--- src/rtl/exp4_detector_jogada.sv ---
// exp4_detector_jogada: debounced play detector for a 4-button keypad.
// It synchronizes the raw button levels and filters presses and releases.
// A stable single-button press produces one jogada pulse and latches its one-hot value.
// A stable multi-button pattern produces one invalida pulse instead.
// Ports:
//   clock        - system clock, rising edge
//   reset        - asynchronous active-high reset
//   botoes       - raw asynchronous button levels (1 = pressed)
//   jogada       - one-cycle pulse for an accepted single-button press
//   jogada_valor - one-hot value of the last accepted press (registered)
//   invalida     - one-cycle pulse for a rejected multi-button pattern
//   db_estado    - debug state code
module exp4_detector_jogada #(
    parameter int unsigned DEBOUNCE = 50000
) (
    input  logic       clock,
    input  logic       reset,
    input  logic [3:0] botoes,
    output logic       jogada,
    output logic [3:0] jogada_valor,
    output logic       invalida,
    output logic [3:0] db_estado
);

    localparam int unsigned CNT_W = 16;
    localparam logic [CNT_W-1:0] CNT_MAX = CNT_W'(DEBOUNCE);

    typedef enum logic [2:0] {
        ESPERA        = 3'd0,
        FILTRANDO     = 3'd1,
        PULSO         = 3'd2,
        REJEITA       = 3'd3,
        ESPERA_SOLTAR = 3'd4
    } estado_t;

    estado_t          estado;
    logic [3:0]       sync1;
    logic [3:0]       botoes_s;
    logic [3:0]       padrao;
    logic [CNT_W-1:0] cnt;

    // Synchronizer, press/release filter and play-value register
    always_ff @(posedge clock or posedge reset) begin
        if (reset) begin
            sync1        <= 4'b0000;
            botoes_s     <= 4'b0000;
            estado       <= ESPERA;
            padrao       <= 4'b0000;
            cnt          <= '0;
            jogada_valor <= 4'b0000;
        end else begin
            sync1    <= botoes;
            botoes_s <= sync1;

            case (estado)
                ESPERA: begin
                    if (botoes_s != 4'b0000) begin
                        padrao <= botoes_s;
                        cnt    <= CNT_W'(1);
                        estado <= FILTRANDO;
                    end
                end

                FILTRANDO: begin
                    if (botoes_s == 4'b0000) begin
                        cnt    <= '0;
                        estado <= ESPERA;
                    end else if (botoes_s != padrao) begin
                        // pattern changed while filtering: restart on the new one
                        padrao <= botoes_s;
                        cnt    <= CNT_W'(1);
                    end else if (cnt < CNT_MAX) begin
                        cnt <= cnt + CNT_W'(1);
                    end else if ($onehot(padrao)) begin
                        jogada_valor <= padrao;
                        estado       <= PULSO;
                    end else begin
                        estado <= REJEITA;
                    end
                end

                PULSO, REJEITA: begin
                    cnt    <= '0;
                    estado <= ESPERA_SOLTAR;
                end

                ESPERA_SOLTAR: begin
                    // any activity restarts the release filter
                    if (botoes_s != 4'b0000) begin
                        cnt <= '0;
                    end else if (cnt < CNT_MAX) begin
                        cnt <= cnt + CNT_W'(1);
                    end else begin
                        cnt    <= '0;
                        estado <= ESPERA;
                    end
                end

                default: begin
                    cnt    <= '0;
                    estado <= ESPERA;
                end
            endcase
        end
    end

    // Moore outputs decoded from the state register only
    always_comb begin
        jogada    = 1'b0;
        invalida  = 1'b0;
        db_estado = 4'hE;
        case (estado)
            ESPERA:        db_estado = 4'h0;
            FILTRANDO:     db_estado = 4'h1;
            PULSO: begin
                db_estado = 4'h2;
                jogada    = 1'b1;
            end
            REJEITA: begin
                db_estado = 4'h3;
                invalida  = 1'b1;
            end
            ESPERA_SOLTAR: db_estado = 4'h4;
            default:       db_estado = 4'hE;
        endcase
    end

endmodule

--- config.mk ---
export PLATFORM = sky130hd
export DESIGN_NAME = exp4_detector_jogada
export DESIGN_NICKNAME = d
export VERILOG_FILES = /design/src/rtl/exp4_detector_jogada.sv
export SDC_FILE = /design/constraint.sdc
export NUM_CORES = 1
export LEC_CHECK = 0
export ABC_AREA = 1
export CORE_ASPECT_RATIO = 0.8
export CORE_UTILIZATION = 40
export CTS_BUF_LIST = sky130_fd_sc_hd__clkbuf_8 sky130_fd_sc_hd__clkbuf_16
export CTS_CLUSTER_SIZE = 25
export DETAILED_ROUTE_END_ITERATION = 16
export PLACE_DENSITY = 0.6
export SETUP_SLACK_MARGIN = 0.5
export SLEW_MARGIN = 20
export SYNTH_ARGS = -nofsm -noshare
export SYNTH_HDL_FRONTEND = slang
export SYNTH_SLANG_ARGS = --single-unit
--- constraint.sdc ---
create_clock -name clock -period 2.9 [get_ports clock]
set_clock_uncertainty 0.15 [all_clocks]
set_input_delay 0.435 -clock clock [delete_from_list [all_inputs] [get_ports clock]]
set_output_delay 0.435 -clock clock [all_outputs]
set_load 0.005 [all_outputs]
==> results_dict.tcl <==
set metrics [dict create \
    cp-start-kind "register" \
    crit_type "register to register" \
    worst_pin_slew_ns 0.4511 \
    rsz0062_at_grt "false" \
    drtIter0Drc 167 \
    placed_area_sq_um 2369 \
    die_w_um 84.10 \
    fin_hold_ws_ns 0.1928 \
    setup_viol 0 \
    postSynthCellCount 292 \
    tns_ns 0 \
    synth_warnings 0 \
    gp_congestion 0.7888 \
    yosys.cell_types.count 34 \
    dieArea_sq_um 5692 \
    crit_path_end_kind "register" \
    min_period_over_period_pct 77.01 \
    hold_class "register to register" \
    h-tree-depth 2 \
    cp.required_ns 2.93 \
    place_inst 367 \
    crit_arrival_ns 2.26 \
    initial_core_util_pct 42.35 \
    clkLatencyLatePin_ns 0.29 \
    first_global_vias 1677 \
    cp_max_fo 8 \
    drt-vias-per-instance 4.869 \
    drive_gt1_share_pct 11.50 \
    cts_tree "yes" \
    fmax_mhz 447.8 \
    hold_viol 0 \
    totalWireLength_mm 4.447 \
    power_density_nw_per_um2 578.7 \
    drv_slew 0 \
    layout-area-overhead-vs-synth_pct 14.15 \
    path_cells "inv_1, fa_1, inv_1, ha_1, ha_1, nor3b_2, nand2_2, nand2_1, o21ai_0" \
    finalNonFillerCells 375 \
    status "complete, but fails checks" \
    synth.area.top_cells "dfrtp_1 (41%), nand2_1 (17%), inv_1 (7.1%), nand3_1 (4.6%), nor2_1 (4.2%)" \
    antenna_found_initial 0 \
    cts_buffer_depth 2 \
    max-cap-violations 0 \
    diodes 0 \
    ir_drop_mv 0.2668 \
    dr.pass1.iters 10 \
    finalNetCount 322 \
    overflow 0 \
    violations "design-rule violations" \
    avgRoutedWirePerCell_um 11.86 \
    grt_usage_pct 18.41 \
    drc 2 \
    root_buffer "clkbuf_8" \
    cts_sinks 35 \
    grt_max_degree 36 \
    critical-path-max-stage-delay_ns 0.53 \
    critPathBufInv 2 \
    rows 23 \
    fp.coreArea_sq_um 5094 \
    fin_area_sq_um 2462 \
    crit_family "adder cells" \
    dp_hpwl_mm 3.347 \
    slew_headroom_pct 69.82 \
    pin_count 16 \
    io_buffers 15 \
    grt_pass1_wl_mm 8.079 \
    clk_pin_slew_worst_paths_ns 0.08 \
    ant_nets 0 \
    cp_slowest_cell "fa_1" \
    ys_seq_elements 35 \
    via_count 1826 \
    ys_seq_area_share_pct 40.60 \
    p_leak_nw 1.258 \
    cts_hold_buf 0 \
    post-synth-top-area-fraction_pct 40.60 \
    cts_made_buffers 5 \
    die_h_um 67.68 \
    synth.largest_area_cell "dfrtp_1" \
    finalCriticalPeriod_ns 2.233 \
    synth_area_sq_um 2157 \
    synth.avg_cell_area_sq_um 7.387 \
    synth_fp_nets 302 \
]
## where the power goes
| part | switching, mW | internal (mW) |
|---|---|---|
| clock network | 0.188 | 0.167 |
| registers | 0.0404 | 0.537 |
| logic | 0.308 | 0.185 |
| total | 0.537 | 0.888 |
## synthesized netlist by cell type, drive strengths merged
master and n:
a21oi 2, or2 1, buf 2, nor3b 1, o211ai 1, dfrtp 35
nand3 22, nor2 28, and3 1, xnor2 2, o21ai 18, nand2 102
nor3 4, o21bai 1, inv 47, clkbuf 1, ha 3, a21boi 1
fa 1, nand4 15, xor2 4
## cell families (layout without fill, tap and decap cells)
group | after synthesis | in the layout | synth area share, %
adders and majority gates | 4 | 4 | 2.668
buffers and inverters | 50 | 71 | 9.512
and+or+nand+nor | 174 | 174 | 38.23
xor gates and xnor gates | 6 | 6 | 2.436
DFF | 35 | 35 | 40.60
AOI/OAI and AO/OA | 23 | 23 | 6.555
## area by class of cell
type,instances,area [sq um]
Timing Repair Buffer,16,157.7
Inverter,47,181.4
Fill cell,508,2631
Sequential cell,35,875.8
Tap cell,62,77.57
Clock buffer,5,68.82
Clock inverter,3,20.02
Multi-Input combinational cell,207,1081
## state kept, by name (all words and copies together), names as in the netlist
name / count
botoes_s: 4
cnt: 16
estado: 3
jogada_valor: 4
padrao: 4
sync1: 4
## placed cells by master (no fill, tap or decap), types with 3 or more instances in the layout
cell type,n
nand4_1,14
ha_1,3
o21ai_2,5
xor2_1,4
clkdlybuf4s50_1,15
nand2_2,6
dfrtp_1,35
nand2_1,95
nor2_1,24
inv_2,5
nand3_1,20
o21ai_0,11
clkbuf_8,5
inv_1,41
nor3_1,4
## timing repair
item	in CTS	in global routing
resized for setup	0	1
setup endpoints to repair	0	5
setup buffers	0	0
## stage by stage
step | util (%) | worst slack (ns) | power (mW)
floorplan | - | 0.7101 | 0.9549
global placement | 46.50 | 0.6205 | 1.049
detailed placement | 46.50 | 0.5723 | 1.064
CTS | 48.24 | 0.5698 | 1.421
global route | 48.34 | 0.5278 | 1.536
finish | 48.34 | 0.6668 | 1.425
## worst paths after layout
kind | slack, ns | cells past startpoint | to | startpoint
max in group asynchronous | 1.90 | 3 | cnt[15] | reset
min reg2reg | 0.19 | 0 | botoes_s[3] | sync1[3]
max reg2reg | 0.67 | 9 | jogada_valor[0] | padrao[0]
min in group asynchronous | 0.39 | 3 | botoes_s[3] | reset
min | 0.19 | 0 | botoes_s[3] | sync1[3]
max | 0.67 | 9 | jogada_valor[0] | padrao[0]
## layer usage
layer	up-vias	routed length, um	global-route usage, %
met4	0	46	5.819
met2	29	1779	26.74
met3	5	134	3.667
met5	-	0	0
li1	966	-	-
met1	826	2486	27.40
No activity file was read; power rests on OpenSTA's default activity.
